`src/rtl/fifo_ptr_ctrl_if.sv`:
```
// Handshake and status bundle between the FIFO front-end and the pointer controller.
// The front-end takes the master side and the controller takes the slave side.
interface fifo_ptr_ctrl_if #(
    parameter int ADDR_W = 4
);
    logic              clr;
    logic              wr_req;
    logic              rd_req;
    logic              wr_en;
    logic              rd_en;
    logic [ADDR_W-1:0] wr_ptr;
    logic [ADDR_W-1:0] rd_ptr;
    logic [ADDR_W:0]   count;
    logic              full;
    logic              empty;
    logic              almost_full;
    logic              almost_empty;
    logic              ovf;
    logic              udf;

    modport master (
        output clr, wr_req, rd_req,
        input  wr_en, rd_en, wr_ptr, rd_ptr, count,
        input  full, empty, almost_full, almost_empty, ovf, udf
    );

    modport slave (
        input  clr, wr_req, rd_req,
        output wr_en, rd_en, wr_ptr, rd_ptr, count,
        output full, empty, almost_full, almost_empty, ovf, udf
    );
endinterface

```
`src/rtl/fifo_ptr_ctrl.sv`:
```
// Read/write pointer pair with a wrap bit for the synchronous FIFO; derives occupancy,
// full/empty, almost thresholds and sticky overflow/underflow flags.
module fifo_ptr_ctrl #(
    parameter int ADDR_W    = 4,
    parameter int AF_THRESH = 14,
    parameter int AE_THRESH = 2
) (
    input logic           ck,
    input logic           reset_n,
    fifo_ptr_ctrl_if.slave bus
);
    localparam logic [ADDR_W:0] AF_C = AF_THRESH[ADDR_W:0];
    localparam logic [ADDR_W:0] AE_C = AE_THRESH[ADDR_W:0];

    logic [ADDR_W:0] wp, rp;
    logic            ovf_q, udf_q;
    logic            full, empty;
    logic            wr_en, rd_en;
    logic [ADDR_W:0] count;

    // Extra MSB distinguishes full from empty when the address bits coincide.
    assign count = wp - rp;
    assign full  = (wp[ADDR_W] != rp[ADDR_W]) && (wp[ADDR_W-1:0] == rp[ADDR_W-1:0]);
    assign empty = (wp == rp);

    // reset_n gate keeps the write strobe quiet while reset is held.
    assign wr_en = bus.wr_req & ~full  & ~bus.clr & reset_n;
    assign rd_en = bus.rd_req & ~empty & ~bus.clr & reset_n;

    always_ff @(posedge ck or negedge reset_n) begin
        if (!reset_n) begin
            wp    <= '0;
            rp    <= '0;
            ovf_q <= 1'b0;
            udf_q <= 1'b0;
        end else if (bus.clr) begin
            wp    <= '0;
            rp    <= '0;
            ovf_q <= 1'b0;
            udf_q <= 1'b0;
        end else begin
            wp    <= wp + {{ADDR_W{1'b0}}, wr_en};
            rp    <= rp + {{ADDR_W{1'b0}}, rd_en};
            ovf_q <= ovf_q | (bus.wr_req & full);
            udf_q <= udf_q | (bus.rd_req & empty);
        end
    end

    assign bus.wr_en        = wr_en;
    assign bus.rd_en        = rd_en;
    assign bus.wr_ptr       = wp[ADDR_W-1:0];
    assign bus.rd_ptr       = rp[ADDR_W-1:0];
    assign bus.count        = count;
    assign bus.full         = full;
    assign bus.empty        = empty;
    assign bus.almost_full  = (count >= AF_C);
    assign bus.almost_empty = (count <= AE_C);
    assign bus.ovf          = ovf_q;
    assign bus.udf          = udf_q;
endmodule
```
`src/flat_wrapper.sv`:
```
// flat-port wrapper written by rule: the top's interface ports become plain ports
module fifo_ptr_ctrl_flat 
#(
    parameter int ADDR_W    = 4,
    parameter int AF_THRESH = 14,
    parameter int AE_THRESH = 2
)
  (ck, reset_n, bus_clr, bus_wr_req, bus_rd_req, bus_wr_en, bus_rd_en, bus_wr_ptr, bus_rd_ptr, bus_count, bus_full, bus_empty, bus_almost_full, bus_almost_empty, bus_ovf, bus_udf);
  fifo_ptr_ctrl_if #(.ADDR_W(ADDR_W)) bus_i ();
  input logic ck;
  input logic reset_n;
  input wire logic [$bits(bus_i.clr)-1:0] bus_clr;
  input wire logic [$bits(bus_i.wr_req)-1:0] bus_wr_req;
  input wire logic [$bits(bus_i.rd_req)-1:0] bus_rd_req;
  output wire logic [$bits(bus_i.wr_en)-1:0] bus_wr_en;
  output wire logic [$bits(bus_i.rd_en)-1:0] bus_rd_en;
  output wire logic [$bits(bus_i.wr_ptr)-1:0] bus_wr_ptr;
  output wire logic [$bits(bus_i.rd_ptr)-1:0] bus_rd_ptr;
  output wire logic [$bits(bus_i.count)-1:0] bus_count;
  output wire logic [$bits(bus_i.full)-1:0] bus_full;
  output wire logic [$bits(bus_i.empty)-1:0] bus_empty;
  output wire logic [$bits(bus_i.almost_full)-1:0] bus_almost_full;
  output wire logic [$bits(bus_i.almost_empty)-1:0] bus_almost_empty;
  output wire logic [$bits(bus_i.ovf)-1:0] bus_ovf;
  output wire logic [$bits(bus_i.udf)-1:0] bus_udf;
  assign bus_i.clr = bus_clr;
  assign bus_i.wr_req = bus_wr_req;
  assign bus_i.rd_req = bus_rd_req;
  assign bus_wr_en = bus_i.wr_en;
  assign bus_rd_en = bus_i.rd_en;
  assign bus_wr_ptr = bus_i.wr_ptr;
  assign bus_rd_ptr = bus_i.rd_ptr;
  assign bus_count = bus_i.count;
  assign bus_full = bus_i.full;
  assign bus_empty = bus_i.empty;
  assign bus_almost_full = bus_i.almost_full;
  assign bus_almost_empty = bus_i.almost_empty;
  assign bus_ovf = bus_i.ovf;
  assign bus_udf = bus_i.udf;
  fifo_ptr_ctrl #(.ADDR_W(ADDR_W), .AF_THRESH(AF_THRESH), .AE_THRESH(AE_THRESH)) u_core (.ck(ck), .reset_n(reset_n), .bus(bus_i));
endmodule
```
`config.mk`:
```
export PLATFORM = sky130hd
export DESIGN_NAME = fifo_ptr_ctrl_flat
export DESIGN_NICKNAME = d
export VERILOG_FILES = /design/src/rtl/fifo_ptr_ctrl_if.sv /design/src/rtl/fifo_ptr_ctrl.sv /design/src/flat_wrapper.sv
export SDC_FILE = /design/constraint.sdc
export NUM_CORES = 1
export LEC_CHECK = 0
export BUFFER_PORTS_ARGS = -buffer_cell sky130_fd_sc_hd__buf_2
export CAP_MARGIN = 5
export CORE_ASPECT_RATIO = 1.75
export CORE_MARGIN = 1.5
export CORE_UTILIZATION = 30
export DETAILED_ROUTE_END_ITERATION = 6
export RECOVER_POWER = 50
export SETUP_SLACK_MARGIN = 0.4
export SLEW_MARGIN = 5
export SYNTH_ARGS = -nofsm -noshare
export SYNTH_HDL_FRONTEND = slang
export SYNTH_SLANG_ARGS = --single-unit
```
`constraint.sdc`:
```
create_clock -name ck -period 2.5 [get_ports ck]
set_input_delay 0 -clock ck [delete_from_list [all_inputs] [get_ports ck]]
set_output_delay 0 -clock ck [all_outputs]
set_load 0.02 [all_outputs]
```
==> out/results.txt <==
Slew HR -> 0.530
Via count -> 668
Switching Fraction -> 0.250
Synth cell types -> 23
Max FO, Critical Path -> 13
Final wirelength -> 1760 µm
Via/cell ratio -> 4.84
DR DRC count -> 0
Int Pwr -> 0.328 mW
Cells after DPL -> 128
Seq pwr share -> 0.457
CTS sink count -> 12
Top cell type by total area after synthesis -> dfrtp_1
Buffer depth of the longest clock path -> 2
Placed cell area -> 955 µm²
Post-route cell area -> 1060 µm²
Die width -> 42.6 µm
Latest clock arrival within the worst-skew pair -> 0.24 ns
Worst hold stages -> 3
WL per Instance -> 12.7 µm
Top post-synthesis cells by area -> dfrtp_1, ha_1, buf_4
# diodes -> 0
Ys Warns -> 0
R2R cell count -> 9
Clock skew -> 0.00273 ns
Die Y-Extent -> 72.4 µm
Flop2flop setup slack -> 0.48 ns
Hold Crit Start -> bus_wr_req
Final worst-path cycle share -> 0.835
Critical path type -> primary input to register
Drt pass-1 iters -> 3
Synth Area per Inst -> 9.70 µm²
Critical register-to-register path startpoint -> u_core.wp[1]$_DFF_PN0_
Part of the Yosys area used for sequential elements -> 0.364
Global route overflow -> 0
Slew Limit Fails -> 0
Pleak -> 0.536 nW
CP Capture Type -> register
Yosys reg bits -> 12
RR Endpoint -> u_core.wp[4]$_DFF_PN0_
Clock Tree Root -> clkbuf_8
GRT Util Overall -> 0.129
Routability cong. -> 0.764
Startpoint Class -> primary input
Crit path arrival time -> 2.21 ns
Vias in the first global route -> 642
Total core area -> 2660 µm²
Detailed router's first-iteration violation count -> 6
Peak VDD IR -> 0.215 mV
Number of CTS-inserted buffers -> 3
Unrepaired setup endpoints after global routing -> false
Combinational share of power -> 0.141
PD cells -> 413 nW/µm²
CTS tree -> yes
Fin crit period -> 2.09 ns
Non-Filler Instances -> 138
Final hold violations -> 0
Fraction of layout cells with a size suffix above 1 -> 0.360
Final ANT Viol Nets -> 0
Setup TNS -> 0 ns
Sw power -> 0.109 mW
Share of the synthesized area in the top cell type -> 0.364
Fin nets -> 127
Status -> completed
Area delta synth->final -> 28.7%
Highest clock rate -> 479 MHz
Post-Syn Nets -> 99
Initial antenna violation count -> 0
Final setup viols -> 0
Standard-cell rows -> 25
Post-Syn Area -> 825 µm²
Worst Max-Slew Pin Slew -> 0.706 ns
Largest net degree at the start of global routing -> 14
Fill count -> 269
First-pass GRT wire length -> 2950 µm
DPL Wire Length -> 1370 µm
Die ar. -> 3080 µm²
Max-Cap Viols -> 0
WP data required -> 2.62 ns
IO buf count -> 25
Clock share of power -> 0.402
Synth Instances -> 85
CTS H-tree lvls -> 1
Post-Route Utilization -> 0.399
Hold Path Class -> primary input to register
WHS Endpoint -> u_core.bus.ovf$_DFF_PN0_
Initial cell density of the core -> 0.310
IO Count -> 26
Clock transition at path regs -> 0.05 ns
[power groups by stage]
stage,registers (mW),clock network [mW],logic (mW)
2_1_floorplan,0.204,0,0.0362
3_3_place_gp,0.203,0,0.0561
3_5_place_dp,0.203,0,0.0570
4_1_cts,0.200,0.178,0.0597
5_1_grt,0.200,0.187,0.0668
6_report,0.200,0.176,0.0617
[worst max path at each step]
stage / endpoint / slack (ns) / start / depth (start not counted)
detailed placement: u_core.rp[4]$_DFF_PN0_ / 0.38 / u_core.rp[2]$_DFF_PN0_ / 10
global route: u_core.wp[4]$_DFF_PN0_ / 0.20 / reset_n / 10
global placement: u_core.rp[4]$_DFF_PN0_ / 0.38 / u_core.rp[2]$_DFF_PN0_ / 10
finish: u_core.wp[4]$_DFF_PN0_ / 0.41 / reset_n / 10
CTS: u_core.rp[4]$_DFF_PN0_ / 0.40 / u_core.rp[3]$_DFF_PN0_ / 10
floorplan: u_core.wp[4]$_DFF_PN0_ / 0.42 / u_core.rp[2]$_DFF_PN0_ / 10
[cell families after synthesis]
kind of cell | after synthesis | synth area share
simple gates | 31 | 0.205
buf+inv | 15 | 0.105
flops | 12 | 0.364
compound gates | 9 | 0.0850
xor+xnor | 9 | 0.0956
fa+ha+maj | 9 | 0.146
[cells in the mapped netlist]
library cell and instances:
a21o_1 3, a21oi_1 1, a221oi_2 1, a31oi_1 2
a32o_1 1, and2_1 4, and2_2 1, and3b_1 1
and4_2 1, buf_4 8, clkbuf_1 1, dfrtp_1 12
fa_1 1, ha_1 8, inv_1 6, nand2_1 2
nand3_1 6, nor2_1 10, nor2b_1 5, o21ai_0 1
or3_4 1, xnor2_1 4, xor2_1 5
[worst max-delay path, stage by stage]
cell and delay, ns:
dlygate4sd3_1 0.52, clkbuf_1 0.54, nor2b_1 0.25, nand2_1 0.11
nor2_4 0.12, ha_2 0.18, ha_1 0.18, nand3_1 0.10
xor2_1 0.16, nor2_1 0.05
[sequential cells by signal, summed over array words and instances (netlist names)]
name and cells:
u_core.bus.udf 1, u_core.bus.ovf 1, u_core.rp 5, u_core.wp 5
[cells in the final DEF (no fill, tap or decap), types with 2 or more instances in the layout]
master / Yosys / routed
inv_1: 6 / 4
nor2b_1: 5 / 5
clkbuf_8: 0 / 3
clkbuf_1: 1 / 10
nor2_1: 10 / 8
and2_4: 0 / 2
ha_1: 8 / 4
inv_2: 0 / 2
nand2_1: 2 / 2
buf_2: 0 / 14
nor2_4: 0 / 2
dfrtp_1: 12 / 11
ha_4: 0 / 2
nand3_1: 6 / 6
xor2_1: 5 / 5
ha_2: 0 / 2
buf_4: 8 / 7
a21o_1: 3 / 3
and2_1: 4 / 2
xnor2_1: 4 / 4
a31oi_1: 2 / 2
[per-stage QoR]
step                hold slack, ns  setup WS, ns  total power, mW
CTS                         0.0271         0.401            0.438
global placement            -0.103         0.381            0.259
detailed placement         -0.0966         0.380            0.260
floorplan                   -0.296         0.421            0.241
global route                0.0453         0.205            0.454
finish                      0.0326         0.412            0.438
[repair_timing]
item	CTS	global route
pin swaps	0	1
hold buffers	1	0
setup buffers	1	5
resized for setup	1	8
gates cloned	0	0
endpoints found under the hold margin	12	0
endpoints found under the setup margin	2	5
[layout make-up]
type | instances | area (µm²) | share of cell area
multi-input cells | 58 | 492 | 0.463
flip-flops and latches | 12 | 302 | 0.284
repair buffers | 32 | 170 | 0.160
clock buffers | 3 | 41.3 | 0.0389
well taps | 27 | 33.8 | 0.0318
inverters | 6 | 22.5 | 0.0212
[per-layer routing]
metal  global-route usage  vias to the layer above  share of wire
met2                0.204                       21           0.50
met1                0.157                      312           0.41
met4               0.0833                        0          0.038
met3               0.0249                        6          0.049
met5                    0                        -              0
li1                     -                      329              -
No activity file was read; power rests on OpenSTA's default activity.
